## src/rtl/hdmi_period_scheduler.sv

```systemverilog
// HDMI period scheduler: pixel raster plus per-pixel selection of the HDMI
// period (control, video preamble/guard/video, island preamble/guard/island)
// for the three downstream TMDS channel encoders.
//
// Every output is registered and describes the pixel (cx, cy) it is presented
// with. At each clock edge the logic works out the next pixel's coordinates and
// period from the current registers and the inputs present during this cycle.
// As a result, the packet slot shown on a DATA pixel is the one the source
// presented during the cycle just before that pixel. pkt_ready marks the pixels
// whose slot was taken at the edge that began them. The island start decision
// for cx = ISLAND_START follows the same rule, so it uses pkt_valid from the
// cycle before.
module hdmi_period_scheduler #(
    parameter int H_ACTIVE     = 640,
    parameter int H_TOTAL      = 800,
    parameter int V_ACTIVE     = 480,
    parameter int V_TOTAL      = 525,
    parameter int H_SYNC_START = 656,
    parameter int H_SYNC_SIZE  = 96,
    parameter int V_SYNC_START = 490,
    parameter int V_SYNC_SIZE  = 2,
    parameter int SYNC_INVERT  = 1,
    parameter int ISLAND_START = 644
) (
    input  logic        clk_pixel,
    input  logic        reset_n,
    input  logic        pkt_valid,
    input  logic        pkt_header,
    input  logic [3:0]  pkt_ch1,
    input  logic [3:0]  pkt_ch2,
    output logic        pkt_ready,
    output logic        underflow,
    output logic [11:0] cx,
    output logic [10:0] cy,
    output logic [2:0]  mode,
    output logic [1:0]  ctrl0,
    output logic [1:0]  ctrl1,
    output logic [1:0]  ctrl2,
    output logic [3:0]  island0,
    output logic [3:0]  island1,
    output logic [3:0]  island2
);

    localparam logic [11:0] HA       = 12'(H_ACTIVE);
    localparam logic [11:0] HT_LAST  = 12'(H_TOTAL - 1);
    localparam logic [11:0] HT_GUARD = 12'(H_TOTAL - 2);
    localparam logic [11:0] HT_PRE   = 12'(H_TOTAL - 10);
    localparam logic [11:0] HS_BEGIN = 12'(H_SYNC_START);
    localparam logic [11:0] HS_END   = 12'(H_SYNC_START + H_SYNC_SIZE);
    localparam logic [11:0] ISL      = 12'(ISLAND_START);
    localparam logic [10:0] VA       = 11'(V_ACTIVE);
    localparam logic [10:0] VA_LAST  = 11'(V_ACTIVE - 1);
    localparam logic [10:0] VT_LAST  = 11'(V_TOTAL - 1);
    localparam logic [10:0] VS_BEGIN = 11'(V_SYNC_START);
    localparam logic [10:0] VS_END   = 11'(V_SYNC_START + V_SYNC_SIZE);
    localparam logic        SYNC_INV = 1'(SYNC_INVERT);

    typedef enum logic [2:0] {
        IDLE,
        PRE,
        LGUARD,
        DATA,
        TGUARD
    } island_state_t;

    island_state_t state, state_next;
    logic [4:0]    cnt, cnt_next;
    logic [11:0]   cx_next;
    logic [10:0]   cy_next;
    logic          hsync_w, vsync_w, next_line_active;
    logic [2:0]    mode_d;
    logic [1:0]    ctrl1_d, ctrl2_d;
    logic [3:0]    island0_d, island1_d, island2_d;
    logic          ready_d, underflow_d;

    // Raster advance: coordinates of the pixel that follows the current one.
    always_comb begin
        cx_next = cx + 12'd1;
        cy_next = cy;
        if (cx == HT_LAST) begin
            cx_next = 12'd0;
            cy_next = (cy == VT_LAST) ? 11'd0 : cy + 11'd1;
        end
    end

    // Wire-level sync levels and next-line-active flag for the next pixel.
    always_comb begin
        hsync_w = ((cx_next >= HS_BEGIN) && (cx_next < HS_END)) ^ SYNC_INV;
        vsync_w = ((cy_next >= VS_BEGIN) && (cy_next < VS_END)) ^ SYNC_INV;
        next_line_active = (cy_next < VA_LAST) || (cy_next == VT_LAST);
    end

    // Island sequencer next state; cnt is the position inside the current phase.
    always_comb begin
        state_next = state;
        cnt_next   = cnt + 5'd1;
        case (state)
            IDLE: begin
                cnt_next = 5'd0;
                if ((cx_next == ISL) && pkt_valid) state_next = PRE;
            end
            PRE: if (cnt == 5'd7) begin
                state_next = LGUARD;
                cnt_next   = 5'd0;
            end
            LGUARD: if (cnt == 5'd1) begin
                state_next = DATA;
                cnt_next   = 5'd0;
            end
            DATA: if (cnt == 5'd31) begin
                state_next = TGUARD;
                cnt_next   = 5'd0;
            end
            TGUARD: if (cnt == 5'd1) begin
                state_next = IDLE;
                cnt_next   = 5'd0;
            end
            default: begin
                state_next = IDLE;
                cnt_next   = 5'd0;
            end
        endcase
    end

    // Period decode for the next pixel: video beats video guard beats video preamble beats island.
    always_comb begin
        mode_d      = 3'd0;
        ctrl1_d     = 2'b00;
        ctrl2_d     = 2'b00;
        island0_d   = 4'd0;
        island1_d   = 4'd0;
        island2_d   = 4'd0;
        ready_d     = 1'b0;
        underflow_d = underflow;
        if ((cx_next < HA) && (cy_next < VA)) begin
            mode_d = 3'd1;
        end else if (next_line_active && (cx_next >= HT_GUARD)) begin
            mode_d = 3'd2;
        end else if (next_line_active && (cx_next >= HT_PRE)) begin
            ctrl1_d = 2'b01;
        end else begin
            case (state_next)
                PRE: begin
                    ctrl1_d = 2'b01;
                    ctrl2_d = 2'b01;
                end
                LGUARD, TGUARD: mode_d = 3'd4;
                DATA: begin
                    mode_d      = 3'd3;
                    ready_d     = 1'b1;
                    island0_d   = {cnt_next != 5'd0, pkt_valid & pkt_header, vsync_w, hsync_w};
                    island1_d   = pkt_valid ? pkt_ch1 : 4'd0;
                    island2_d   = pkt_valid ? pkt_ch2 : 4'd0;
                    underflow_d = underflow | ~pkt_valid;
                end
                default: ;
            endcase
        end
    end

    // Island sequencer state register; reset abandons any packet in flight.
    always_ff @(posedge clk_pixel or negedge reset_n) begin
        if (!reset_n) begin
            state <= IDLE;
            cnt   <= 5'd0;
        end else begin
            state <= state_next;
            cnt   <= cnt_next;
        end
    end

    // Output registers, all describing the same pixel (cx, cy).
    always_ff @(posedge clk_pixel or negedge reset_n) begin
        if (!reset_n) begin
            cx        <= 12'd0;
            cy        <= 11'd0;
            mode      <= 3'd0;
            ctrl0     <= {SYNC_INV, SYNC_INV};
            ctrl1     <= 2'b00;
            ctrl2     <= 2'b00;
            island0   <= 4'd0;
            island1   <= 4'd0;
            island2   <= 4'd0;
            pkt_ready <= 1'b0;
            underflow <= 1'b0;
        end else begin
            cx        <= cx_next;
            cy        <= cy_next;
            mode      <= mode_d;
            ctrl0     <= {vsync_w, hsync_w};
            ctrl1     <= ctrl1_d;
            ctrl2     <= ctrl2_d;
            island0   <= island0_d;
            island1   <= island1_d;
            island2   <= island2_d;
            pkt_ready <= ready_d;
            underflow <= underflow_d;
        end
    end

endmodule

```

## config.mk

```make
export PLATFORM = sky130hd
export DESIGN_NAME = hdmi_period_scheduler
export DESIGN_NICKNAME = d
export VERILOG_FILES = /design/src/rtl/hdmi_period_scheduler.sv
export SDC_FILE = /design/constraint.sdc
export NUM_CORES = 1
export LEC_CHECK = 0
export CORE_AREA = 2 2 96 98
export DETAILED_ROUTE_END_ITERATION = 10
export DIE_AREA = 0 0 98 100
export PLACE_DENSITY = 0.6
export SLEW_MARGIN = 20
export SYNTH_ARGS = -nofsm -noshare
export SYNTH_HDL_FRONTEND = slang
export SYNTH_SLANG_ARGS = --single-unit
```

## constraint.sdc

```tcl
create_clock -name clk_pixel -period 3.15 [get_ports clk_pixel]
set_input_delay 0.4725 -clock clk_pixel [delete_from_list [all_inputs] [get_ports clk_pixel]]
set_output_delay 0.4725 -clock clk_pixel [all_outputs]
set_load 0.02 [all_outputs]
```

==> results.md, run 1 <==
- Status: complete, no violations
- Sw Ratio: between 20% and 30%
- Final worst-path cycle share: 93.5%
- Most used DFF post-synth: dfrtp_1
- Largest net degree at the start of global routing: 33
- CTS tree: done
- Crit Path Category: register to register
- Initial antenna violation count: 0
- Die Area: 0.00980 mm²
- Pins Over Slew Limit: 0
- Vias/cell: between 5 and 6
- Die height: 100 µm
- Placed instance count: 477
- Clk buf depth: 2
- Worst-margin pin slew: 0.660 ns
- Setup_tns: 0 ns
- Async S/R FF share, synth: 100%
- Ratio of cells with drive above 1 in the final layout: 17.0%
- Reg power frac: 60.1%
- Die X: 98 µm
- Yosys cell types: 67
- N_diodes: 0
- Slowest stage delay, CP: around 0.60 ns
- Number of H-tree levels: 2
- CTS Sinks: 52
- Total power: 0.00111 W
- Slowest-stage cell, CP: or4_4
- Clock transition at the registers of the reported paths: 0.10 ns
- CP required: 3.38 ns
- Fmax: between 0.3 and 0.4 GHz
- Crit path arrival time: 3.18 ns
- Drt total wl: 7260 µm
- Number of global-route vias before repair: ~2.6k
- Relative slew slack: a little under three fifths
- GRT overflow: 0
- First-pass GRT wire length: 12600 µm
- Num ports: 58
- Comb power frac: under 10%
- Crit Path Max Fanout: 11
- Std cell rows: 35
- Tmin final: 2.95 ns
- WHS: around 0.18 ns
- Cells after Synth: around 310
- Initial DRC Count: 214
- # hold bufs at CTS: 0
- Critical path's top delay family: simple AND/OR/NAND/NOR gates
- PnR worst setup slack: 0.204 ns
- VDD IR-drop max: about 160 µV
- Most frequent CP cell: or4_4
- Port Buf Inserts: 55
- Worst path bufs/invs: 1
- Setup violations, final: 0
- Total GRT Usage: ~15%
- Layout Cells excl Fill: slightly below 500
- Clock skew: 0.00376 ns
- Cell Area, Synth: between 0.002 and 0.003 mm²
- Final Hold Fails: 0
- Setup WS pre-CTS: 0.107 ns
- Fill count: 879
- Type of the worst min-delay path: input port to asynchronous set/reset pin
- Net Switching: 0.000267 W
- Crit path cell chain: or4_4, or4_4, o31a_1, o21a_1, nor4b_4, a22oi_4, o211ai_4, buf_12, nor3b_1
- Power Dens Cells: approximately 290 mW/mm²
- Clk_lat worst skew: 0.31 ns
- Setup crit end kind: register
- Pleak: 1.63 nW
- DRC viols: 0
- Post-synth EDFFs: 0
- Seq cells post-synth: 52
- Crit start category: register
- Clock share of power: roughly 37%
- DP HPWL: 5490 µm
- Synthesized area per cell: 9.61 µm²
- Yosys Warn Count: 0
- Post-DRT Antenna Nets: 0
- Gpl congestion: 0.843
- DRT Pass-1 Iters: 4
- Routed len/inst: 14.9 µm
- Core Area: just under 0.009 mm²
- Vias: 2547
- Initial Util: between 30% and 40%
- Nets: 394
- Max-cap viol count: 0
- Clock Tree Root: clkbuf_8
- Number of buffers created by CTS: 5
- Register area share after synthesis: 43.6%
- P_int: 0.000844 W
- Area Overhead vs Synth: 28.7%
==> flip-flops by register name (all words and copies together) (netlist names) <==
name and cells:
cy 11, island2 4, underflow 1, ctrl2 1
cx 12, ctrl0 2, ctrl1 1, pkt_ready 1
state 3, island0 4, cnt 5, island1 4
mode 3
==> layout make-up <==
type	count	area [µm²]	area share [%]
timing repair buffer	73	693	18.0
clock buffer	5	68.8	1.79
clock inverter	3	25.0	0.650
sequential	52	1300	33.9
tap	111	139	3.61
multi-input combinational	230	1570	40.8
inverter	13	48.8	1.27
==> cells by family after synthesis <==
logic type | Yosys count | share of synthesized area [%]
other | 1 | 0.125
buffers and inverters | 30 | 5.02
adders and majority gates | 7 | 2.93
AOI/OAI and AO/OA | 55 | 14.6
DFF | 52 | 43.6
and+or+nand+nor | 146 | 27.6
xor gates and xnor gates | 20 | 6.11
==> layer usage <==
metal | vias up | wire length, µm | share of wire [%] | track usage [%]
met3 | 3 | 302 | 4.2 | 2.44
met4 | 0 | 19 | 0.26 | 4.49
met1 | 1225 | 3450 | 48 | 21.6
met5 | - | 0 | 0 | 0
li1 | 1249 | - | - | -
met2 | 70 | 3490 | 48 | 25.1
==> Yosys cell counts, types with 2 or more instances <==
master | instances | area (µm²)
o31ai_1 | 2 | 15.0
ha_1 | 7 | 87.6
a311oi_1 | 2 | 17.5
nor2b_1 | 2 | 12.5
inv_1 | 13 | 48.8
buf_6 | 2 | 22.5
dfrtp_1 | 50 | 1250
a31oi_1 | 2 | 12.5
nand3_1 | 23 | 115
nor2_1 | 20 | 75.1
nor2_2 | 3 | 18.8
nand2_1 | 34 | 128
buf_4 | 3 | 22.5
clkbuf_1 | 9 | 33.8
nand4_1 | 3 | 18.8
nor3_2 | 9 | 90.1
dfstp_2 | 2 | 52.6
a2bb2oi_1 | 3 | 26.3
nor3_1 | 15 | 75.1
a41o_1 | 3 | 30.0
a21oi_1 | 12 | 60.1
xor2_1 | 6 | 52.6
o21ai_0 | 8 | 40.0
nor3b_1 | 2 | 15.0
nand4b_1 | 2 | 17.5
o22ai_1 | 2 | 12.5
or4_4 | 2 | 22.5
a211oi_1 | 3 | 22.5
xnor2_1 | 13 | 114
o21a_1 | 3 | 22.5
and3_1 | 7 | 43.8
nor4_1 | 6 | 37.5
nand3b_1 | 3 | 22.5
or3_1 | 2 | 12.5
==> what timing repair did <==
action	4_1_cts	5_1_grt
endpoints found under the setup margin	0	15
resized for setup	0	6
setup buffers	0	2
==> worst reg2reg max path, stage by stage (launching register included) <==
cell	delay [ns]
dfrtp_1	0.39
or4_4	0.57
or4_4	0.60
o31a_1	0.27
o21a_1	0.20
nor4b_4	0.14
a22oi_4	0.20
o211ai_4	0.15
buf_12	0.19
nor3b_1	0.16
==> cells in the final DEF (no fill, tap or decap), types with 3 or more instances in the layout <==
cell type / netlist / layout
nor2_2: 3 / 3
and3_1: 7 / 7
xor2_1: 6 / 6
ha_1: 7 / 6
clkdlybuf4s50_1: 0 / 54
nor4_1: 6 / 5
nand4_1: 3 / 3
dfrtp_1: 50 / 50
o21a_1: 3 / 3
nand3_1: 23 / 23
clkbuf_8: 1 / 5
o21ai_0: 8 / 8
inv_1: 13 / 13
nor3_2: 9 / 10
or4_4: 2 / 3
nand2_1: 34 / 34
a211oi_1: 3 / 3
nor2_1: 20 / 20
nand3b_1: 3 / 3
a2bb2oi_1: 3 / 3
nor3_1: 15 / 14
buf_4: 3 / 17
a41o_1: 3 / 3
a21oi_1: 12 / 12
xnor2_1: 13 / 13
==> power groups by stage <==
stage | clock network, W | registers (W) | logic, W
after global routing | 0.000446 | 0.000667 | 0.0000401
after detailed placement | 0 | 0.000680 | 0.0000368
after global placement | 0 | 0.000680 | 0.0000368
final | 0.000408 | 0.000667 | 0.0000351
after CTS | 0.000428 | 0.000667 | 0.0000369
after floorplan | 0 | 0.000680 | 0.00000898
==> path summary, 6_finish.rpt <==
| path | from | slack, ns | cells past startpoint | to |
|---|---|---|---|---|
| max | cx[5]$_DFF_PN0_ | 0.20 | 9 | island0[1]$_DFF_PN0_ |
| min | reset_n | 0.18 | 1 | island1[1]$_DFF_PN0_ |
| max reg2reg | cx[5]$_DFF_PN0_ | 0.20 | 9 | island0[1]$_DFF_PN0_ |
| min in group clk_pixel | underflow$_DFFE_PN0P_ | 0.50 | 2 | underflow$_DFFE_PN0P_ |
| max in group asynchronous | reset_n | 2.35 | 2 | cy[2]$_DFF_PN0_ |
| min reg2reg | underflow$_DFFE_PN0P_ | 0.50 | 2 | underflow$_DFFE_PN0P_ |
==> metrics by stage <==
step	util [%]	cell area [µm²]
after floorplan	-	2990
after global placement	41.7	3710
after detailed placement	41.7	3710
after CTS	42.8	3800
after global routing	43.3	3850
final	43.3	3850
Power figures use the tool's default switching activity.
==> inputs of run 2 (changes only) <==
--- a/config.mk
+++ b/config.mk
@@ -6,6 +6,7 @@
 export NUM_CORES = 1
 export LEC_CHECK = 0
 export CORE_AREA = 2 2 96 98
+export CTS_CLUSTER_SIZE = 20
 export DETAILED_ROUTE_END_ITERATION = 10
 export DIE_AREA = 0 0 98 100
 export PLACE_DENSITY = 0.6
==> results of run 2 <==
Final layout, timing and power as in run 1 (identical DEF).
==> inputs of run 3 (changes only) <==
--- a/config.mk
+++ b/config.mk
@@ -5,10 +5,10 @@
 export SDC_FILE = /design/constraint.sdc
 export NUM_CORES = 1
 export LEC_CHECK = 0
-export CORE_AREA = 2 2 96 98
-export CTS_CLUSTER_SIZE = 20
+export CORE_AREA = 2 2 123 77
+export CTS_CLUSTER_SIZE = 30
 export DETAILED_ROUTE_END_ITERATION = 10
-export DIE_AREA = 0 0 98 100
+export DIE_AREA = 0 0 125 79
 export PLACE_DENSITY = 0.6
 export SLEW_MARGIN = 20
 export SYNTH_ARGS = -nofsm -noshare
==> results.md, run 3 (same netlist as run 1, synthesis figures left out) <==
- Setup violations, final: 0 (unchanged)
- Vias/cell: 5.21 (-0.47%)
- Fmax: 0.338 GHz (-0.42%)
- Initial Util: 33.8% (+0.15 points)
- CP required: 3.31 ns (-0.07 ns)
- Number of global-route vias before repair: 2459 (-3.9%)
- DRC viols: 0 (unchanged)
- Ratio of cells with drive above 1 in the final layout: 16.1% (-0.97 points)
- Largest register FFs: 12 (unchanged)
- DRT Pass-1 Iters: 4 (unchanged)
- Setup_tns: 0 ns (unchanged)
- VDD IR-drop max: 229 µV (+42%)
- Crit Path Max Fanout: 12 (+1)
- Highest-count cells in the layout ignoring fill and taps: 54 x clkdlybuf4s50_1, 50 x dfrtp_1, 34 x nand2_1
- Num ports: 58 (unchanged)
- Port Buf Inserts: 55 (unchanged)
- Drt total wl: 7760 µm (+6.8%)
- Post-CTS setup repair buffer count: 0 (unchanged)
- Crit start category: register
- Die Area: 0.00988 mm² (+0.77%)
- Number of buffers created by CTS: 5 (unchanged)
- Relative slew slack: 43.0% (-13 points)
- Die X: 125 µm (+28%)
- Number of H-tree levels: 2 (unchanged)
- GRT overflow: 0 (unchanged)
- Initial DRC Count: 172 (-20%)
- Clock Tree Root: clkbuf_16
- Pins Over Slew Limit: 0 (unchanged)
- DP HPWL: 5910 µm (+7.8%)
- Final worst-path cycle share: 93.9% (+0.39 points)
- Slowest-stage cell, CP: or4_4
- N_diodes: 0 (unchanged)
- P_int: 0.000977 W (+16%)
- Tmin final: 2.96 ns (+0.0123 ns)
- RSZ-0062 raised after global routing: no
- # hold bufs at CTS: 0 (unchanged)
- Worst-margin pin slew: 0.856 ns (+0.196 ns)
- Largest net degree at the start of global routing: 39 (+18%)
- Commonest non-fill, non-tap cell in the layout: clkdlybuf4s50_1
- Max-cap viol count: 0 (unchanged)
- Crit Path Category: register to register
- Sw Ratio: 21.5% (-2.5 points)
- Crit path arrival time: 3.12 ns (-0.06 ns)
- Vias: 2582 (+1.4%)
- Cell area after layout: 0.00391 mm² (+1.5%)
- Comb power frac: 2.8% (-0.4 points)
- Power Dens Cells: 319 mW/mm² (+10%)
- Clock transition at the registers of the reported paths: 0.07 ns (-0.03 ns)
- Pleak: 1.68 nW (+2.7%)
- Reg power frac: 53.6% (-6.5 points)
- Crit path cell chain: or4_4, or3_1, o211a_1, o221a_1, o221ai_2, a22oi_4, o211ai_4, buf_12, nor3_1
- Area after DPL: 0.00376 mm² (+1.4%)
- Area Overhead vs Synth: 30.6%
- Initial antenna violation count: 0 (unchanged)
- Clock skew: 0.0114 ns (+0.00767 ns)
- Clk_lat worst skew: 0.30 ns (about the same)
- Routed len/inst: 15.6 µm (+4.9%)
- Post-DRT Antenna Nets: 0 (unchanged)
- Final Hold Fails: 0 (unchanged)
- Total GRT Usage: 16.3% (+0.86 points)
- Die height: 79 µm (-21%)
- Setup crit end kind: register
- Worst Reg-to-Reg Cells: 9 (unchanged)
- WHS: 0.287 ns (+0.102 ns)
- Top reg by flops: cx
- Status: complete, no violations
- CTS tree: done
- Clk buf depth: 2 (unchanged)
- Slowest stage delay, CP: 0.57 ns (-0.03 ns)
- Nets: 398 (+1.0%)
- Core Area: 0.00885 mm² (-0.44%)
- Top Registers: cx (12), cy (11), cnt (5)
- Std cell rows: 27 (-23%)
- Clock share of power: 43.6% (+6.8 points)
- Number of gates resized after CTS: 0 (unchanged)
- First-pass GRT wire length: 12900 µm (+2.1%)
- Net Switching: 0.000268 W (+0.59%)
- CTS Sinks: 52 (unchanged)
- Gpl congestion: 0.868 (+2.9%)
- Type of the worst min-delay path: input port to asynchronous set/reset pin
[run 3: cell types whose count changed in the layout (fill, tap and decap cells not counted), moves of 2 or more]
cell	previous run	this run
clkbuf_8	5	0
clkbuf_16	0	5
inv_6	2	0
buf_4	17	21
[run 3: critical path: cells and delay by family (launching register included)]
| family | cells | cell delay, ns |
|---|---|---|
| AND/OR/NAND/NOR | 3 | 1.14 |
| buffers and inverters | 1 | 0.18 |
| AO/OA/AOI/OAI | 5 | 1.13 |
| flip-flops | 1 | 0.38 |
[run 3: worst paths after layout]
kind                                            start                    end  slack, ns
worst max register to register        cx[5]$_DFF_PN0_   island0[3]$_DFF_PN0_       0.19
worst min register to register  underflow$_DFFE_PN0P_  underflow$_DFFE_PN0P_       0.47
max in group asynchronous                     reset_n       cx[11]$_DFF_PN0_       2.12
worst min-delay path                          reset_n    pkt_ready$_DFF_PN0_       0.29
worst max-delay path                  cx[5]$_DFF_PN0_   island0[3]$_DFF_PN0_       0.19
min in group clk_pixel          underflow$_DFFE_PN0P_  underflow$_DFFE_PN0P_       0.47
[run 3: cell type report]
| cell class | count | area, µm² |
|---|---|---|
| Tap cell | 116 | 145 |
| Timing Repair Buffer | 77 | 723 |
| Inverter | 13 | 48.8 |
| Multi-Input combinational cell | 230 | 1540 |
| Clock buffer | 6 | 129 |
| Fill cell | 872 | 4950 |
| Clock inverter | 2 | 16.3 |
| Sequential cell | 52 | 1300 |
[run 3: metal layers]
metal	vias to the layer above	share of wire (%)	track usage [%]
met2	96	39	21.8
li1	1257	-	-
met3	6	7.7	4.72
met5	-	0	0
met4	0	1.0	3.78
met1	1223	52	25.5
[run 3: power groups by stage]
stage / logic, W / clock network, W / registers (W)
final: 0.0000349 / 0.000543 / 0.000667
after detailed placement: 0.0000367 / 0 / 0.000680
after global placement: 0.0000364 / 0 / 0.000680
after floorplan: 0.00000898 / 0 / 0.000680
after CTS: 0.0000368 / 0.000559 / 0.000667
after global routing: 0.0000403 / 0.000586 / 0.000667
[run 3: stage by stage]
stage	utilization, %	worst slack [ns]	power, W	instances
final	44.1	0.192	0.00125	496
after detailed placement	42.5	0.195	0.000717	488
after CTS	44.1	0.195	0.00126	496
after global routing	44.1	0.0332	0.00129	496
after floorplan	-	0.193	0.000689	312
after global placement	42.5	0.193	0.000717	488
